==> src/rtl/key_pkg.sv <==
// key_debounce shared types and helpers.
// FSM state encoding and ms-to-cycle conversion.
package key_pkg;

  typedef enum logic [1:0] {
    IDLE,
    PRESS_DB,
    HELD,
    RELEASE_DB
  } key_state_t;

  function automatic int unsigned ms_to_cycles(
    input int unsigned freq_hz,
    input int unsigned ms
  );
    return freq_hz / 32'd1000 * ms;
  endfunction

endpackage

==> src/rtl/sync_2ff.sv <==
// Two-flop synchroniser for one asynchronous bit.
// Flops reset to RST_VAL so no false edge follows reset.
module sync_2ff #(
  parameter bit RST_VAL = 1'b0
) (
  input  logic clk,
  input  logic rst,
  input  logic d_i,
  output logic q_o
);

  logic s1_q;
  logic s2_q;

  // Shift the raw bit through two flops.
  always_ff @(posedge clk or posedge rst) begin
    if (rst) begin
      s1_q <= RST_VAL;
      s2_q <= RST_VAL;
    end else begin
      s1_q <= d_i;
      s2_q <= s1_q;
    end
  end

  assign q_o = s2_q;

endmodule

==> src/rtl/key_debounce.sv <==
// Push-button debouncer with press/release/long-press events.
// Long-press timing is built only with KEY_DEBOUNCE_LONG_EN.
module key_debounce
  import key_pkg::*;
#(
  parameter int unsigned CLK_FREQ_HZ   = 50_000_000,
  parameter int unsigned DEBOUNCE_MS   = 20,
  parameter int unsigned LONG_PRESS_MS = 1000,
  parameter bit          KEY_ACTIVE_LOW = 1'b1
) (
  input  logic clk,
  input  logic rst,
  input  logic key_in,
  output logic key_level,
  output logic press_pulse,
  output logic release_pulse,
  output logic long_pulse
);

  localparam int unsigned DB_CNT =
    ms_to_cycles(CLK_FREQ_HZ, DEBOUNCE_MS);
  localparam int DBW = $clog2(DB_CNT);
  localparam logic [DBW-1:0] DB_TERM = DBW'(DB_CNT - 1);

  if (DB_CNT < 2) begin : g_bad_db
    $error("key_debounce: DB_CNT must be >= 2");
  end

  logic key_s;
  logic pk;

  sync_2ff #(
    .RST_VAL(KEY_ACTIVE_LOW)
  ) u_sync (
    .clk(clk),
    .rst(rst),
    .d_i(key_in),
    .q_o(key_s)
  );

  assign pk = KEY_ACTIVE_LOW ? ~key_s : key_s;

  key_state_t     state_q, state_d;
  logic [DBW-1:0] db_cnt_q, db_cnt_d;
  logic           level_q, level_d;
  logic           press_q, press_d;
  logic           rel_q, rel_d;

  // State, debounce counter and registered outputs.
  always_ff @(posedge clk or posedge rst) begin
    if (rst) begin
      state_q  <= IDLE;
      db_cnt_q <= '0;
      level_q  <= 1'b0;
      press_q  <= 1'b0;
      rel_q    <= 1'b0;
    end else begin
      state_q  <= state_d;
      db_cnt_q <= db_cnt_d;
      level_q  <= level_d;
      press_q  <= press_d;
      rel_q    <= rel_d;
    end
  end

  // Next state: a level must be stable for DB_CNT cycles to be taken.
  always_comb begin
    state_d  = state_q;
    db_cnt_d = db_cnt_q;
    press_d  = 1'b0;
    rel_d    = 1'b0;
    unique case (state_q)
      IDLE: begin
        if (pk) begin
          state_d  = PRESS_DB;
          db_cnt_d = '0;
        end
      end
      PRESS_DB: begin
        if (!pk) begin
          state_d  = IDLE;
          db_cnt_d = '0;
        end else if (db_cnt_q == DB_TERM) begin
          state_d = HELD;
          press_d = 1'b1;
        end else begin
          db_cnt_d = db_cnt_q + 1'b1;
        end
      end
      HELD: begin
        if (!pk) begin
          state_d  = RELEASE_DB;
          db_cnt_d = '0;
        end
      end
      RELEASE_DB: begin
        if (pk) begin
          state_d = HELD;
        end else if (db_cnt_q == DB_TERM) begin
          state_d = IDLE;
          rel_d   = 1'b1;
        end else begin
          db_cnt_d = db_cnt_q + 1'b1;
        end
      end
      default: begin
        state_d  = IDLE;
        db_cnt_d = '0;
      end
    endcase
    level_d = (state_d == HELD) || (state_d == RELEASE_DB);
  end

  assign key_level     = level_q;
  assign press_pulse   = press_q;
  assign release_pulse = rel_q;

`ifdef KEY_DEBOUNCE_LONG_EN
  localparam int unsigned LONG_CNT =
    ms_to_cycles(CLK_FREQ_HZ, LONG_PRESS_MS);
  localparam int unsigned HSAT = LONG_CNT - DB_CNT;
  localparam int HW = $clog2(HSAT + 1);
  localparam logic [HW-1:0] H_TERM = HW'(HSAT - 1);
  localparam logic [HW-1:0] H_SAT  = HW'(HSAT);

  if (LONG_CNT <= DB_CNT) begin : g_bad_long
    $error("key_debounce: LONG_CNT must exceed DB_CNT");
  end

  logic [HW-1:0] hold_cnt_q, hold_cnt_d;
  logic          long_q, long_d;

  // Hold timer and long-press event register.
  always_ff @(posedge clk or posedge rst) begin
    if (rst) begin
      hold_cnt_q <= '0;
      long_q     <= 1'b0;
    end else begin
      hold_cnt_q <= hold_cnt_d;
      long_q     <= long_d;
    end
  end

  // Count HELD cycles; fire once at the terminal, then stick at H_SAT.
  always_comb begin
    hold_cnt_d = hold_cnt_q;
    long_d     = 1'b0;
    if (state_q == PRESS_DB && state_d == HELD) begin
      hold_cnt_d = '0;
    end else if (state_q == HELD) begin
      if (hold_cnt_q == H_TERM) begin
        long_d     = 1'b1;
        hold_cnt_d = H_SAT;
      end else if (hold_cnt_q != H_SAT) begin
        hold_cnt_d = hold_cnt_q + 1'b1;
      end
    end
  end

  assign long_pulse = long_q;
`else
  logic unused_long;
  assign unused_long = ^LONG_PRESS_MS;
  assign long_pulse  = 1'b0;
`endif

endmodule
==> config.mk <==
export PLATFORM = sky130hd
export DESIGN_NAME = key_debounce
export DESIGN_NICKNAME = d
export VERILOG_FILES = /design/src/rtl/key_pkg.sv /design/src/rtl/sync_2ff.sv /design/src/rtl/key_debounce.sv
export SDC_FILE = /design/constraint.sdc
export NUM_CORES = 1
export LEC_CHECK = 0
export CELL_PAD_IN_SITES_DETAIL_PLACEMENT = 0
export CELL_PAD_IN_SITES_GLOBAL_PLACEMENT = 1
export CORE_UTILIZATION = 45
export DETAILED_ROUTE_END_ITERATION = 6
export GPL_ROUTABILITY_DRIVEN = 1
export PLACE_DENSITY_LB_ADDON = 0.08
export SETUP_SLACK_MARGIN = 0.1
export SLEW_MARGIN = 40
export SYNTH_ARGS = -nofsm -noshare
export SYNTH_HDL_FRONTEND = slang
export SYNTH_SLANG_ARGS = --single-unit
==> constraint.sdc <==
create_clock -name clk -period 4.3 [get_ports clk]
set_input_delay 0.43 -clock clk [delete_from_list [all_inputs] [get_ports clk]]
set_output_delay 0.43 -clock clk [all_outputs]
set_load 0.1 [all_outputs]
==> results of run 1 <==
## layout make-up
class                           count  area [um2]
Timing Repair Buffer                5        35.0
Multi-Input combinational cell    133         918
Clock buffer                        4        45.0
Sequential cell                    27         678
Fill cell                         364        1720
Inverter                            4        15.0
Tap cell                           46        57.6
## worst max-delay path: cells and delay by family, from the launching register on
kind	cells	cell delay [ps]
simple gates	3	1130
flops	1	650
compound gates	1	140
## placed cells by master (no fill, tap or decap), types with 3 or more instances in the layout
cell      Yosys  layout
a21oi_1      12      11
dfrtp_1      25      25
clkbuf_8      0       3
nor3b_1       3       3
or4_1         5       5
a21o_1        4       4
and2_1        4       4
nand2_1      15      15
mux2i_1       7       7
o21ai_0       4       4
nand4_1       8       8
nor2b_1       4       4
and3_1       10      10
nand2b_1      6       6
inv_1         4       3
nand3_1      13      13
o31ai_1       5       5
buf_2         2       3
## routing by layer
metal	vias up	routed length, um
met4	0	47
met2	36	1710
li1	645	-
met1	660	1650
met5	-	0
met3	6	139
## flip-flops by register name (all words and copies together) (netlist names)
signal and cells:
u_sync.s1_q 1, state_q 2, db_cnt_q 20, key_level 1, press_pulse 1, release_pulse 1
u_sync.q_o 1
## how the worst min path moves through the flow
stage	start	end	slack, ps
2_1_floorplan	u_sync.s1_q	u_sync.q_o	350
3_3_place_gp	u_sync.s1_q	u_sync.q_o	350
3_5_place_dp	u_sync.s1_q	u_sync.q_o	350
4_1_cts	u_sync.s1_q	u_sync.q_o	370
5_1_grt	u_sync.s1_q	u_sync.q_o	370
6_report	u_sync.s1_q	u_sync.q_o	360
## cells by family after synthesis
kind of cell             Yosys count  synth area share (%)
multiplexers                       7                  4.16
adder cells (fa/ha/maj)            1                 0.742
XOR/XNOR                           2                  1.04
buffers and inverters             15                  5.49
other                              1                 0.223
AND/OR/NAND/NOR                   88                  33.7
flip-flops                        27                  40.2
AO/OA/AOI/OAI                     34                  14.4
## Yosys cell counts (2+ instances only)
library cell,count
nor3b_1,3
and4_1,2
o21ai_0,4
nor2_1,2
and3_1,10
mux2i_1,7
a2111o_1,2
or3b_1,2
a211oi_1,2
buf_2,2
dfstp_2,2
buf_4,3
nand2_1,15
nand3_1,13
a21oi_1,12
nand2b_1,6
o31ai_1,5
dfrtp_1,25
clkbuf_1,3
inv_1,4
or3_1,2
buf_6,3
nor4b_2,2
xnor2_1,2
or4_1,5
nor2b_1,4
a31oi_1,2
nand4_1,8
and2_1,4
a21o_1,4
## power by group through the flow
stage	combinational, uW	clock (uW)	sequential, uW
floorplan	44.7	0	272
global placement	47.6	0	276
detailed placement	50.0	0	277
CTS	50.2	154	272
global route	56.5	162	274
finish	49.8	148	273
## per-stage QoR
stage	util, %	hold WS, ps	std cells	instance area, um2
CTS	50.3	367	219	1750
global placement	49.5	346	215	1720
global route	50.4	374	219	1750
detailed placement	49.0	349	215	1700
finish	50.4	365	219	1750
floorplan	-	345	175	1690
==> results.yml, run 1 <==
run_status:
  status: "finished, final reports clean"
clock_tree:
  clock-sinks: 27
  path_clk_slew_ps: 90
  post_cts_buffers: 0
  clockBufferDepth: 2
  htreeDepth: 1
  root_buffer: "clkbuf_8"
  clock_latency_ps: 270
  cts_tree: "done"
  cts_resized: 0
  hold_buffers: 0
  cts-buffers-inserted: 3
worst_setup_path:
  critPathMaxStageDelay_ps: 650
  ff2ff_setup_slack_ps: 2310
  cp-startpoint: "u_sync.q_o"
  path_cells: "or2b_1 > nand2_2 > or4_1 > a21oi_1"
  worstSetupPathType: "flop to flop"
  end_kind: "flop"
  startpoint_type: "flop"
  critPathCapture: "db_cnt_q[12]"
  worstPathArrival_ps: 2190
  rr_endpoint: "db_cnt_q[12]"
  crit_slowest_cell: "dfstp_2"
  crit_fanout: 14
  r2r_cells: 4
  required_ps: 4500
  r2r-start: "u_sync.q_o"
global_routing:
  grt_pass1_vias: 1400
  gr-usage-met3_pct: 3.80
  grt_use_total_pct: 19.8
  grt_pass1_wl_um: 6320
  busiest_layer: "met2"
  grt.overflow.total: 0
  grt_max_degree: 28
  grt_use_met2_pct: 33.2
  antenna_found_initial: 0
  globalRouteMet1Util_pct: 24.7
sta:
  period_share_pct: 46.3
  period_minus_slack_ps: 1990
  final-setup-viol-count: 0
  clock_skew_ps: 2.12
  fin_tns_setup_ps: 0
  slew_headroom_pct: 62.2
  final_max_slew_viol_count: 0
  fmax_ghz: 0.503
  worst_slew_pin_slew_ps: 566
  hold_violations: 0
  rsz0062_at_grt: "false"
  fin_ws_ps: 2310
synth:
  synth.top_cells.by_area: "dfrtp_1, mux2i_1, nand3_1"
  ys.warnings.count: 0
  ys.flop_type: "dfrtp_1"
  syn_avg_cell_area_um2: 9.63
  ys_types: 45
  syn_area_um2: 1690
  ys_async_sr_fraction_pct: 100
  synth_seq_cells: 27
  synthCells: 175
  synth_edf_count: 0
  yosysTopAreaCellShare_pct: 37.1
  ys_seq_area_share_pct: 40.2
  syn_nets: 179
  synth_top_cell_by_area: "dfrtp_1"
final_layout:
  layout.nets: 178
  area_growth_pct: 3.79
  drive_gt1_share_pct: 10.4
  diodes: 0
placed_design:
  dp_slack_ps: 2330
  port_buffers: 5
  place_congestion: 0.842
  hpwl_um: 2480
drt:
  wl_per_cell_um: 16.2
  viasPerCell: 6.15
  ant_nets: 0
  wirelength_um: 3550
  drc: 0
  drt_iter0_drc: 86
  vias: 1347
  first_pass_iters: 4
power_and_ir_drop:
  p_leak_uw: 0.000717
  p_sw_share_pct: 26.4
  p_per_area_nw_per_um2: 269
  p_int_uw: 346
  power_frac_comb_pct: 10.6
  irDropWorstVdd_mv: 0.219
  power_frac_seq_pct: 58.0
  power.total_uw: 470
  clkPwrFrac_pct: 31.5
  p_switching_uw: 124
floorplanning:
  io_pins: 7
  fp-row-count: 21
  dieArea_um2: 3990
  die_w_um: 63.2
  start_util_pct: 48.6
  die_h_um: 63.2
  core_area_um2: 3470
run:
  maxCapViolations: 0
worst_hold_path:
  min_path_type: "flop to flop"
  min_path_cells: 0
(Power assumes the default switching activity.)
==> run 2, diff against run 1 <==
--- a/config.mk
+++ b/config.mk
@@ -7,7 +7,7 @@
 export LEC_CHECK = 0
 export CELL_PAD_IN_SITES_DETAIL_PLACEMENT = 0
 export CELL_PAD_IN_SITES_GLOBAL_PLACEMENT = 1
-export CORE_UTILIZATION = 45
+export CORE_UTILIZATION = 42
 export DETAILED_ROUTE_END_ITERATION = 6
 export GPL_ROUTABILITY_DRIVEN = 1
 export PLACE_DENSITY_LB_ADDON = 0.08
==> constraint.sdc (replaced) <==
create_clock -name clk -period 1.75 [get_ports clk]
set_input_delay 0.175 -clock clk [delete_from_list [all_inputs] [get_ports clk]]
set_output_delay 0.175 -clock clk [all_outputs]
set_load 0.1 [all_outputs]
==> run 2 against run 1 <==
Against the previous run: sequential power is 140% higher; register-to-register slack worse by 2200 ps; sequential cell count stayed put; largest cell class unchanged; utilization is 4.1 points higher; first-iteration DRC count is 7.0% higher; clock skew is 9.1 ps higher; via count is 7.4% higher; worst hold slack worse by 110 ps.
==> results.yml, run 2 (synthesis gave the netlist of run 1 again) <==
run_status:
  status: "finished, final reports clean"
placed_design:
  port_buffers: 5
  place_congestion: 0.935
  place_area_um2: 1870
  hpwl_um: 2780
  dp_slack_ps: -35.7
worst_setup_path:
  ff2ff_setup_slack_ps: 110
  worstPathArrival_ps: 1840
  r2r_cells: 5
  worstSetupPathType: "flop to flop"
  crit_fanout: 3
  required_ps: 1950
  startpoint_type: "flop"
  r2r-start: "db_cnt_q[0]"
  cp-startpoint: "db_cnt_q[0]"
  end_kind: "flop"
  critPathCapture: "db_cnt_q[14]"
  rr_endpoint: "db_cnt_q[14]"
drt:
  vias: 1447
  wirelength_um: 3950
  wl_per_cell_um: 15.9
  viasPerCell: 5.81
  first_pass_iters: 4
  ant_nets: 0
  drc: 0
  drt_iter0_drc: 92
final_layout:
  layout.nets: 206
  largest_reg_flops: 20
  area_growth_pct: 21.2
  fill_cells: 342
  layout_commonest_cell: "buf_4"
  design_area_um2: 2040
  reg_top3: "db_cnt_q (20), state_q (2)"
  largest-register: "db_cnt_q"
  diodes: 0
  layout_common_cells: "buf_4, dfrtp_1, nand2_1"
  drive_gt1_share_pct: 31.3
worst_hold_path:
  min_path_type: "input pin to async pin"
sta:
  period_share_pct: 93.7
  final_max_slew_viol_count: 0
  final-setup-viol-count: 0
  clock_skew_ps: 11.2
  hold_violations: 0
  fmax_ghz: 0.610
  fin_ws_ps: 110
  fin_tns_setup_ps: 0
  rsz0062_at_grt: "true"
  period_minus_slack_ps: 1640
global_routing:
  grt_pass1_vias: 1412
  grt_use_total_pct: 20.2
  grt_max_degree: 28
  grt.overflow.total: 0
  antenna_found_initial: 0
  grt_pass1_wl_um: 6780
floorplanning:
  core_area_um2: 3740
  die_h_um: 65.3
  dieArea_um2: 4270
  die_w_um: 65.3
  fp-row-count: 22
  io_pins: 7
  start_util_pct: 45.0
clock_tree:
  htreeDepth: 1
  cts-buffers-inserted: 3
  cts_tree: "done"
  clock_latency_ps: 280
  clockBufferDepth: 2
  clock-sinks: 27
  root_buffer: "clkbuf_8"
  hold_buffers: 0
  path_clk_slew_ps: 100
power_and_ir_drop:
  p_per_area_nw_per_um2: 597
  irDropWorstVdd_mv: 0.289
  p_leak_uw: 0.000855
run:
  maxCapViolations: 0
run 2: worst min-delay path by stage:
stage               endpoint  cells after the start        start  slack, ps
2_1_floorplan    u_sync.s1_q                      0       key_in        180
3_3_place_gp      u_sync.q_o                      0  u_sync.s1_q        360
3_5_place_dp      u_sync.q_o                      0  u_sync.s1_q        350
4_1_cts        release_pulse                      3          rst        270
5_1_grt           state_q[0]                      3          rst        280
6_report          state_q[0]                      3          rst        250
run 2: per-stage QoR:
step | total power [uW] | cells | util (%) | hold slack (ps)
after global placement | 837 | 237 | 49.8 | 356
after floorplan | 782 | 175 | - | 179
after global routing | 1280 | 249 | 54.6 | 283
after CTS | 1210 | 242 | 51.6 | 265
after detailed placement | 842 | 237 | 49.8 | 352
final | 1220 | 249 | 54.6 | 251
run 2: power breakdown:
| part | switching, uW | leakage, uW | internal (uW) |
|---|---|---|---|
| Sequential | 17.9 | 0.000362 | 642 |
| Clock | 209 | 0.0000217 | 162 |
| Combinational | 105 | 0.000471 | 83.5 |
| Total | 332 | 0.000855 | 888 |
run 2: layer usage:
layer / GRT usage, % / wire length, um
met2: 34.4 / 2000
met3: 1.74 / 157
met1: 27.4 / 1770
met5: 0 / 0
met4: 4.89 / 17
run 2: repair_timing:
item,CTS,global route
pin swaps,1,11
gates cloned,0,1
buffers inserted,1,6
resized for setup,5,15
setup endpoints to repair,16,22
run 2: final cells by class:
| class | instances | area [um2] | share of cell area (%) |
|---|---|---|---|
| timing repair buffer | 32 | 245 | 12.0 |
| tap | 48 | 60.1 | 2.94 |
| clock inverter | 1 | 7.51 | 0.367 |
| clock buffer | 3 | 41.3 | 2.02 |
| sequential | 27 | 681 | 33.3 |
| multi-input combinational | 134 | 993 | 48.6 |
| inverter | 4 | 15.0 | 0.735 |
run 2: worst max-delay path: stages, from the launching register on:
cell     delay [ps]
dfrtp_1         410
ha_4            170
and2_4          150
nand4_1         130
or4_4           550
a21oi_1         160
==> run 3, diff against run 2 <==
--- a/config.mk
+++ b/config.mk
@@ -11,6 +11,7 @@
 export DETAILED_ROUTE_END_ITERATION = 6
 export GPL_ROUTABILITY_DRIVEN = 1
 export PLACE_DENSITY_LB_ADDON = 0.08
+export RECOVER_POWER = 25
 export SETUP_SLACK_MARGIN = 0.1
 export SLEW_MARGIN = 40
 export SYNTH_ARGS = -nofsm -noshare
==> run 3 against run 2 <==
Against the previous run: utilization decreased by 0.067 points; die area did not move; total power about the same.
==> results.yml, run 3 (synthesis gave the netlist of run 1 again) <==
global_routing:
  busiest_layer: "met2"
  grt_use_met2_pct: 34.4
  grt_pass1_wl_um: 6780
  grt_pass1_vias: 1412
  antenna_found_initial: 0
  grt.overflow.total: 0
  gr-usage-met3_pct: 1.74
  grt_use_total_pct: 20.2
  grt_max_degree: 28
  globalRouteMet1Util_pct: 27.4
floorplanning:
  die_w_um: 65.3
  core_area_um2: 3740
  start_util_pct: 45.0
  io_pins: 7
  dieArea_um2: 4270
  die_h_um: 65.3
  fp-row-count: 22
clock_tree:
  clockBufferDepth: 2
  hold_buffers: 0
  htreeDepth: 1
  root_buffer: "clkbuf_8"
  cts_tree: "done"
  clock_latency_ps: 280
  path_clk_slew_ps: 100
  clock-sinks: 27
  cts-buffers-inserted: 3
final_layout:
  multi_input_area_um2: 993
  diodes: 0
  drive_gt1_share_pct: 31.3
  layout.nets: 206
  seqCellArea_um2: 681
  reg_top3: "db_cnt_q (20), state_q (2)"
  largest_reg_flops: 20
  layout_commonest_cell: "buf_4"
  fill_cells: 343
  design_area_um2: 2040
  layout_common_cells: "buf_4, dfrtp_1, nand2_1"
  largest-register: "db_cnt_q"
  area_growth_pct: 21.1
sta:
  hold_violations: 0
  period_share_pct: 93.7
  clock_skew_ps: 11.1
  slew_headroom_pct: 54.1
  period_minus_slack_ps: 1640
  rsz0062_at_grt: "true"
  final_max_slew_viol_count: 0
  fin_ws_ps: 110
  final-setup-viol-count: 0
  fin_tns_setup_ps: 0
  fmax_ghz: 0.610
  worst_slew_pin_slew_ps: 689
drt:
  drt_iter0_drc: 92
  drc: 0
  vias: 1447
  wl_per_cell_um: 15.9
  wirelength_um: 3950
  viasPerCell: 5.81
  ant_nets: 0
  first_pass_iters: 4
worst_hold_path:
  min_path_type: "flop to flop"
  min_path_cells: 0
  hold_start: "u_sync.s1_q"
run_status:
  status: "finished, final reports clean"
worst_setup_path:
  critPathMaxStageDelay_ps: 550
  required_ps: 1950
  worstPathArrival_ps: 1840
  crit_slowest_cell: "or4_4"
  crit_fanout: 3
  startpoint_type: "flop"
  r2r-start: "db_cnt_q[0]"
  cp-startpoint: "db_cnt_q[0]"
  worstSetupPathType: "flop to flop"
  end_kind: "flop"
  path_cells: "ha_4 > and2_4 > nand4_1 > or4_4 > a21oi_1"
  r2r_cells: 5
  ff2ff_setup_slack_ps: 110
placed_design:
  dp_slack_ps: -35.7
  port_buffers: 5
  hpwl_um: 2780
  place_congestion: 0.935
  place_area_um2: 1870
power_and_ir_drop:
  power_frac_comb_pct: 15.3
  p_int_uw: 886
  p_leak_uw: 0.000855
  p_per_area_nw_per_um2: 597
  p_switching_uw: 332
  power_frac_seq_pct: 54.2
  power.total_uw: 1220
  irDropWorstVdd_mv: 0.289
  p_sw_share_pct: 27.2
  clkPwrFrac_pct: 30.5
run:
  maxCapViolations: 0
run 3: cell type report:
class                      count  share of cell area, %
inverter                       4                  0.736
clock inverter                 1                  0.368
timing repair buffer          32                   11.9
clock buffer                   3                   2.02
sequential                    27                   33.4
tap                           48                   2.94
multi-input combinational    134                   48.7
run 3: what timing repair did:
| item | CTS | global route |
|---|---|---|
| cloned | 0 | 1 |
| setup endpoints to repair | 16 | 22 |
| gates resized for setup | 5 | 15 |
| setup buffers | 1 | 6 |
| pin swaps | 1 | 11 |
run 3: final timing paths:
kind | to
max | db_cnt_q[14]
min | u_sync.q_o
max reg2reg | db_cnt_q[14]
min reg2reg | u_sync.q_o
max in group asynchronous | db_cnt_q[3]
min in group asynchronous | state_q[0]
run 3: metrics by stage:
step | instances | util [%] | hold WS [ps]
after detailed placement | 237 | 49.8 | 352
after CTS | 242 | 51.6 | 265
after global placement | 237 | 49.8 | 356
after floorplan | 175 | - | 179
final | 249 | 54.5 | 366
after global routing | 249 | 54.5 | 372
run 3: power by group through the flow:
stage,clock (uW),sequential (uW),combinational (uW)
after detailed placement,0,668,174
after floorplan,0,670,112
after global routing,407,663,207
after global placement,0,667,170
final,371,660,187
after CTS,381,655,175
run 3: metal layers:
| metal | vias up | wire, um | part of all wire, % |
|---|---|---|---|
| li1 | 703 | - | - |
| met1 | 712 | 1800 | 45 |
| met2 | 30 | 1990 | 50 |
| met3 | 2 | 145 | 3.7 |
| met4 | 0 | 17 | 0.43 |
| met5 | - | 0 | 0 |
run 3: worst max-delay path, delay by kind of cell, from the launching register on:
family / cells / cell delay (ps)
AO/OA/AOI/OAI: 1 / 160
flip-flops: 1 / 410
AND/OR/NAND/NOR: 3 / 830
adder cells (fa/ha/maj): 1 / 170
